### src/rtl/elevator_car_controller.sv
// Single-car sequencer: latches floor calls, steps the car one floor at a time
// using the external resolver's direction answer, and holds the door at each stop.
module elevator_car_controller #(
    parameter int NUM_FLOORS    = 7,
    parameter int TRAVEL_CYCLES = 16,
    parameter int DOOR_CYCLES   = 32
) (
    input  logic                  clk,
    input  logic                  rst,
    input  logic [NUM_FLOORS-1:0] call_req,
    output logic [NUM_FLOORS-1:0] queue_status,
    output logic [2:0]            current_floor,
    output logic                  current_up_ndown,
    input  logic                  next_up_ndown,
    input  logic                  queue_empty,
    output logic                  moving,
    output logic                  door_open,
    output logic                  arrive
);

    localparam int TW = (TRAVEL_CYCLES > 1) ? $clog2(TRAVEL_CYCLES) : 1;
    localparam int DW = (DOOR_CYCLES > 1) ? $clog2(DOOR_CYCLES) : 1;
    localparam logic [TW-1:0] TRAVEL_LAST = TW'(TRAVEL_CYCLES - 1);
    localparam logic [DW-1:0] DOOR_LAST   = DW'(DOOR_CYCLES - 1);
    localparam logic [2:0]    TOP_FLOOR   = 3'(NUM_FLOORS - 1);

    typedef enum logic [1:0] {
        IDLE = 2'd0,
        MOVE = 2'd1,
        DOOR = 2'd2
    } state_t;

    state_t                state_reg, state_next;
    logic [TW-1:0]         travel_timer_reg, travel_timer_next;
    logic [DW-1:0]         door_timer_reg, door_timer_next;
    logic [NUM_FLOORS-1:0] queue_reg, queue_next;
    logic [2:0]            floor_reg, floor_next;
    logic                  dir_reg, dir_next;
    logic                  arrive_reg, arrive_next;

    logic here_called;
    logic call_here;
    logic dir_allowed;
    logic step_up;
    logic clear_here;

    assign here_called = queue_reg[floor_reg];
    assign call_here   = call_req[floor_reg];

    // The resolver's answer is overridden at the shaft ends so the car can never leave range.
    assign dir_allowed = (floor_reg == 3'd0)      ? 1'b1 :
                         (floor_reg == TOP_FLOOR) ? 1'b0 : next_up_ndown;

    always_comb begin
        state_next        = state_reg;
        travel_timer_next = travel_timer_reg;
        door_timer_next   = door_timer_reg;
        floor_next        = floor_reg;
        dir_next          = dir_reg;
        arrive_next       = 1'b0;
        step_up           = dir_reg;
        case (state_reg)
            IDLE: begin
                if (here_called) begin
                    state_next      = DOOR;
                    door_timer_next = '0;
                end else if (!queue_empty) begin
                    dir_next          = dir_allowed;
                    travel_timer_next = '0;
                    state_next        = MOVE;
                end
            end
            MOVE: begin
                // arrive_reg marks the first cycle on a new floor: the only point a stop is decided.
                if (arrive_reg && here_called) begin
                    state_next        = DOOR;
                    door_timer_next   = '0;
                    travel_timer_next = '0;
                end else if (arrive_reg && queue_empty) begin
                    state_next        = IDLE;
                    travel_timer_next = '0;
                end else begin
                    if (arrive_reg) begin
                        dir_next = dir_allowed;
                        step_up  = dir_allowed;
                    end
                    if (travel_timer_reg == TRAVEL_LAST) begin
                        travel_timer_next = '0;
                        arrive_next       = 1'b1;
                        floor_next        = step_up ? floor_reg + 3'd1 : floor_reg - 3'd1;
                    end else begin
                        travel_timer_next = travel_timer_reg + TW'(1);
                    end
                end
            end
            DOOR: begin
                if (call_here) begin
                    door_timer_next = '0;
                end else if (door_timer_reg == DOOR_LAST) begin
                    state_next      = IDLE;
                    door_timer_next = '0;
                end else begin
                    door_timer_next = door_timer_reg + DW'(1);
                end
            end
            default: begin
                state_next = IDLE;
            end
        endcase
    end

    // A call for the floor whose door is open (or opening) is absorbed rather than queued.
    assign clear_here = (state_next == DOOR) || (state_reg == DOOR);

    generate
        for (genvar gi = 0; gi < NUM_FLOORS; gi++) begin : g_queue
            assign queue_next[gi] = (clear_here && (floor_reg == 3'(gi))) ? 1'b0
                                    : (queue_reg[gi] | call_req[gi]);
        end
    endgenerate

    always_ff @(posedge clk) begin
        if (rst) begin
            state_reg        <= IDLE;
            travel_timer_reg <= '0;
            door_timer_reg   <= '0;
            queue_reg        <= '0;
            floor_reg        <= 3'd0;
            dir_reg          <= 1'b1;
            arrive_reg       <= 1'b0;
        end else begin
            state_reg        <= state_next;
            travel_timer_reg <= travel_timer_next;
            door_timer_reg   <= door_timer_next;
            queue_reg        <= queue_next;
            floor_reg        <= floor_next;
            dir_reg          <= dir_next;
            arrive_reg       <= arrive_next;
        end
    end

    assign queue_status     = queue_reg;
    assign current_floor    = floor_reg;
    assign current_up_ndown = dir_reg;
    assign moving           = (state_reg == MOVE);
    assign door_open        = (state_reg == DOOR);
    assign arrive           = arrive_reg;

endmodule

### config.mk
export PLATFORM = sky130hd
export DESIGN_NAME = elevator_car_controller
export DESIGN_NICKNAME = d
export VERILOG_FILES = /design/src/rtl/elevator_car_controller.sv
export SDC_FILE = /design/constraint.sdc
export NUM_CORES = 1
export LEC_CHECK = 0
export BUFFER_PORTS_ARGS = -buffer_cell sky130_fd_sc_hd__buf_2
export CORE_MARGIN = 2
export CORE_UTILIZATION = 51
export DETAILED_ROUTE_END_ITERATION = 10
export PLACE_DENSITY = 0.79
export SLEW_MARGIN = 20
export SYNTH_ARGS = -nofsm -noshare
export SYNTH_HDL_FRONTEND = slang
export SYNTH_SLANG_ARGS = --single-unit
### constraint.sdc
create_clock -name clk -period 4.4 [get_ports clk]
set_input_delay 0.44 -clock clk [delete_from_list [all_inputs] [get_ports clk]]
set_output_delay 0.44 -clock clk [all_outputs]
set_load 0.01 [all_outputs]
; ---- Word level (Yosys, flattened, before mapping)
; Index checks and enable logic that the tools add are counted.
[word_totals]
reg_bits = 23
output_inout_bits = 14
in_bits = 11
[classes]
order_cmp = 1
eq_ne = 17
n_bitwise = 10
n_reduce_logical = 26
n_mux = 33
add_sub_neg = 4
[op_table]
columns = op, count
row1 = $mux W4, 5
row2 = $mux W5, 4
row3 = $pmux W5 S3, 1
row4 = $reduce_or A2 Y1, 7
row5 = $mux W2, 6
row6 = $mux W1, 11
row7 = $ne A2 B2 Y1 const B, 5
row8 = $eq A3 B3 Y1 const B, 3
row9 = $logic_and A1 B1 Y1, 9
row10 = $pmux W4 S2, 1
row11 = $or A1 B1 Y1, 7
row12 = $bmux W1 S3, 2
row13 = $eq A3 B2 Y1 const B, 2
row14 = $pmux W2 S3, 1
row15 = $reduce_and A3 Y1, 2
row16 = $add A5 B1 Y5 const B, 1
row17 = $eq A5 B5 Y1 const B, 1
row18 = $reduce_and A5 Y1, 1
row19 = $add A4 B1 Y4 const B, 1
row20 = $eq A2 B2 Y1 const B, 2
row21 = $eq A4 B4 Y1 const B, 1
row22 = $lt A3 B4 Y1 const B, 1
row23 = $reduce_and A4 Y1, 1
row24 = $reduce_or A4 Y1, 1
row25 = 13 further kinds, 15

; ---- Longest topological paths before layout
[logic_depth]
depth_word = 9
mapped_depth = 9
depth_no_buf = 8

; ---- Worst setup path before layout
; Ideal clock, no wire load.
[synth_timing]
path_type = register -> register
start = register floor_reg[0], in the netlist current_floor[0]
end = register floor_reg[2], in the netlist current_floor[2]
arrival_ns = 1.717
n_path_buf = 1
stages_incl_launch_ff = 10
required_time_ns = 4.272
period_less_slack_ns = 1.845
slack_ns = 2.555
cell_sequence = dfxtp_1 -> buf_6 -> inv_1 -> ha_1 -> nor2_1 -> o22ai_1 -> mux2_2 -> mux2_2 -> a2bb2oi_1 -> nor2_1
[synth_between]
elab_chain_cells = 8
[synth_lines]
columns = item, line
row1 = "start, declared", 37  ; logic [2:0] floor_reg, floor_next;
row2 = "start signal, assigned", 136  ; floor_reg <= floor_next;
row3 = $eq A3 B3 Y1, 52  ; (floor_reg == TOP_FLOOR) ? 1'b0 : next_up_ndown;
row4 = $mux W1, 52
row5 = $mux W1, 51  ; assign dir_allowed = (floor_reg == 3'd0) ? 1'b1 :
row6 = $mux W1, 83  ; if (arrive_reg) begin
row7 = $mux W1, 79  ; end else if (arrive_reg && queue_empty) begin
row8 = $mux W1, n/a
row9 = $mux W1, 62  ; case (state_reg)
row10 = $mux W3, 90  ; floor_next = step_up ? floor_reg + 3'd1 : floor_reg - 3'd1;
; Several ways; a longest one is shown, not always the timed one. The select of a mux whose other input is x is not followed.
; A chain may end at the register's enable or synchronous reset.

; ---- Worst setup path in the final report
[layout_timing]
start = register floor_reg[1], in the netlist current_floor[1]
end = register floor_reg[2], in the netlist current_floor[2]
; Same word-level chain as after synthesis.

==> reports/results.env <==
RUN_STATUS='completed'
WORST-SLEW-PIN-TRANSITION_NS=0.5399
POWER.CLOCK.FRACTION=0.241
VIA_COUNT=1120
END_KIND='flop'
GRT_SETUP_UNREPAIRED='false'
FINALHOLDVIOLCOUNT=0
DRT_FIRST_ITER_VIOLATIONS=26
ANTENNA_DIODE_COUNT=0
WORSTSKEWPAIRLATENCY_NS=0.31
CTS.SINK_COUNT=23
IO_PINS=25
PORTBUFFERS=24
CTS_TREE='done'
FINALWEIGHTEDCONGESTION=0.8372
GRT_ANTENNA_BEFORE_REPAIR=0
WORST_SETUP_HOLD_PATH_CLK_SLEW_NS=0.12
NUMCTSBUFFERS=3
SLEW_VIOL_FINAL=0
SYNTHESIS.YOSYS.WARNINGS=0
NET_SWITCHING_FRACTION_OF_THE_POWER=0.2986
FINAL_LAYOUT_SIZE_SUFFIX_GT1_FRAC=0.2169
MULTI_INPUT_COMB_AREA_UM2=782.0
ROUTE.ANTENNA.REMAINING_NETS=0
CRIT-REG2REG-LAUNCH='current_floor[1]'
WHS_PATH_DEPTH=3
GLOBALROUTE.TOTALOVERFLOW=0
PATH_MAX_FANOUT=12
POWER_SWITCHING_W=0.0001221
MAPPEDNETLISTNETS=163
WORST_R2R_SETUP_SLACK_NS=2.26
DETAIL_ROUTE.WIRELENGTH_UM=2848
FILLERINSTANCES=224
HOLD_PATH_CLASS='input pin to flop'
NUMBER_OF_DESIGN_RULE_VIOLATIONS_LEFT_AFTER_DETAIL_ROUTING=0
WORSTREG2REGEND='current_floor[2]'
PORTION_OF_SYNTHESIZED_CELL_AREA_OCCUPIED_BY_THE_LEADING_CELL_TYPE=0.3532
CLOCK_PATH_BUFFERS=2
PERIOD_MINUS_SLACK_NS=2.143
MIN_PERIOD_OVER_PERIOD=0.4871
SYNTHCELLS=143
MAIN_FLOP_TYPE_AFTER_SYNTHESIS='dfxtp_1'
INITIAL_UTILIZATION=0.5311
VIAS_PER_CELL=5.714
MAX_CAP_VIOL_COUNT=0
ROOT_BUFFER='clkbuf_4'
TIMING.FINAL.SETUP_VIOLATIONS=0
YOSYS.CELL_TYPES.COUNT=40
GRT_PASS1_WL_UM=4636
GRT_START_MAX_NET_PINS=24
DIEWIDTH_UM=54.56
INTERNAL_POWER_W=0.0002868
POSTCTSHOLDBUFS=0
LARGEST_REG_FLOPS=7
MAX_FREQ_MHz=466.6
HOLD_PATH_END='queue_status[1]'
YOSYS_REGISTER_BITS=23
GR-USAGE-ALL-LAYERS=0.2241
IR_WORST_VDD_mV=0.1921
PRE_CTS_WS_NS=2.282
DRTPASS1ITERATIONS=4
MIN-DELAY-START='call_req[1]'
SYNTH.CELLS.MOST_FREQUENT='27 x nor2_1, 23 x dfxtp_1, 11 x nand2_1, 9 x ha_1'
SYNTH_AREA_LEADER_CELL='dfxtp_1'
DP_HPWL_UM=2153
CTS_MAX_LEVEL=1
YOSYS-TOP-CELLS-AREA='dfxtp_1 35%, ha_1 8.6%, nor2_1 7.8%, mux2i_1 5.4%, a211oi_1 3.5%'
WORSTSETUPPATHTYPE='flop to flop'
SHARE_COMB_OF_TOTAL_POWER=0.200
TIMING.FINAL.WS_SETUP_NS=2.257
P_LEAK_nW=0.6212
SYNTH_SEQ_AREA_SHARE=0.3532
POST_CTS_RESIZE_COUNT=0
FP.DIEAREA_UM2=2977
DIE_HEIGHT_UM=54.56
SETUP_TOTAL_NEGATIVE_SLACK_NS=0
AREA_GROWTH_SYN_TO_LAYOUT_PCT=11.52
NNETSFINAL=187
YOSYSMOSTFREQUENTCELL='nor2_1'
CP.ARRIVAL_NS=2.40
WL_PER_CELL_UM=14.53
ASYNCSETRESETFLOPFRACSYNTH=0
FINAL-SEQ-AREA_UM2=460.4
P_PER_AREA_nW_PER_UM2=281.3
SYNTHESIZED_AREA_UM2=1304
SYNTH_ENABLE_FLOP_CELLS=0
CELL_ROWS=18
WORST_SETUP_PATH_START_KIND='flop'
P_SEQ_FRAC=0.559
PLACEABLECOREAREA_UM2=2455
POSTCTSSETUPREPAIRBUFS=0
TIMING.REG2REG.WORST_PATH_DEPTH=8
WORSTPATHREQUIRED_NS=4.66
AVGSYNTHCELLAREA_UM2=9.117
GRT_PASS1_VIAS=1034
FIN_SKEW_NS=0.0006710
SLEW-LIMIT-HEADROOM=0.6400
[placed cells by master, fill, tap and decap left out, types with 2 or more instances in the layout]
master	n
clkbuf_4	3
mux2_2	2
inv_1	7
ha_1	9
nand3_1	5
dfxtp_1	23
nor2_1	27
a211oi_1	6
nor2b_1	5
a32oi_1	2
a31oi_1	3
a311oi_1	3
mux2i_1	7
nand2_1	11
buf_2	24
a22oi_1	2
xnor2_1	2
nand3b_1	3
[power groups by stage]
stage                Clock, W  Sequential [W]  Combinational (W)
floorplan                   0        0.000234          0.0000525
global placement            0        0.000232          0.0000791
detailed placement          0        0.000233          0.0000806
CTS                  0.000102        0.000228          0.0000813
global route         0.000110        0.000230          0.0000908
finish              0.0000987        0.000229          0.0000817
[cell families after synthesis]
| logic type | share of synthesized area |
|---|---|
| multiplexers | 0.09118 |
| flip-flops | 0.3532 |
| buffers and inverters | 0.04703 |
| AND/OR/NAND/NOR | 0.1948 |
| AO/OA/AOI/OAI | 0.2140 |
| XOR/XNOR | 0.01344 |
| adder cells (fa/ha/maj) | 0.08637 |
[layer usage]
layer,up-vias,wire length (µm),track usage
met1,519,1274,0.2850
met3,4,150,0.02732
met2,32,1388,0.3755
li1,565,-,-
met4,0,36,0.1042
met5,-,0,0
[worst max-delay path, stage by stage, from the launching register on]
cell       delay [ns]
dfxtp_1          0.62
inv_1            0.18
ha_1             0.24
nor2_1           0.09
o22ai_1          0.11
mux2_2           0.33
mux2_2           0.28
a2bb2oi_1        0.13
nor2_1           0.12
[layout make-up]
cell class / instances / area share
well taps: 30 / 0.02582
inverters: 7 / 0.01807
multi-input cells: 108 / 0.5379
repair buffers: 24 / 0.08262
clock inverters: 1 / 0.003442
clock buffers: 3 / 0.01549
flip-flops and latches: 23 / 0.3167
[worst max path at each step]
stage	from	to	slack (ns)	cells past startpoint
after floorplan	current_floor[0]	current_floor[2]	2.56	9
after global placement	current_floor[1]	current_floor[2]	2.40	8
after detailed placement	current_floor[0]	current_floor[2]	2.28	8
after CTS	current_floor[0]	current_floor[2]	2.26	8
after global routing	current_floor[0]	current_floor[2]	2.08	7
final	current_floor[1]	current_floor[2]	2.26	8
[through the flow]
step | util | instance area (µm²) | hold slack [ns] | instances | total power [W]
after detailed placement | 0.5810 | 1426 | 0.4522 | 192 | 0.0003137
after global routing | 0.5923 | 1454 | 0.3929 | 196 | 0.0004312
final | 0.5923 | 1454 | 0.3955 | 196 | 0.0004089
after CTS | 0.5923 | 1454 | 0.3862 | 196 | 0.0004119
after floorplan | - | 1304 | 0.4227 | 143 | 0.0002867
after global placement | 0.5810 | 1426 | 0.4408 | 192 | 0.0003114
Power figures use the tool's default switching activity.
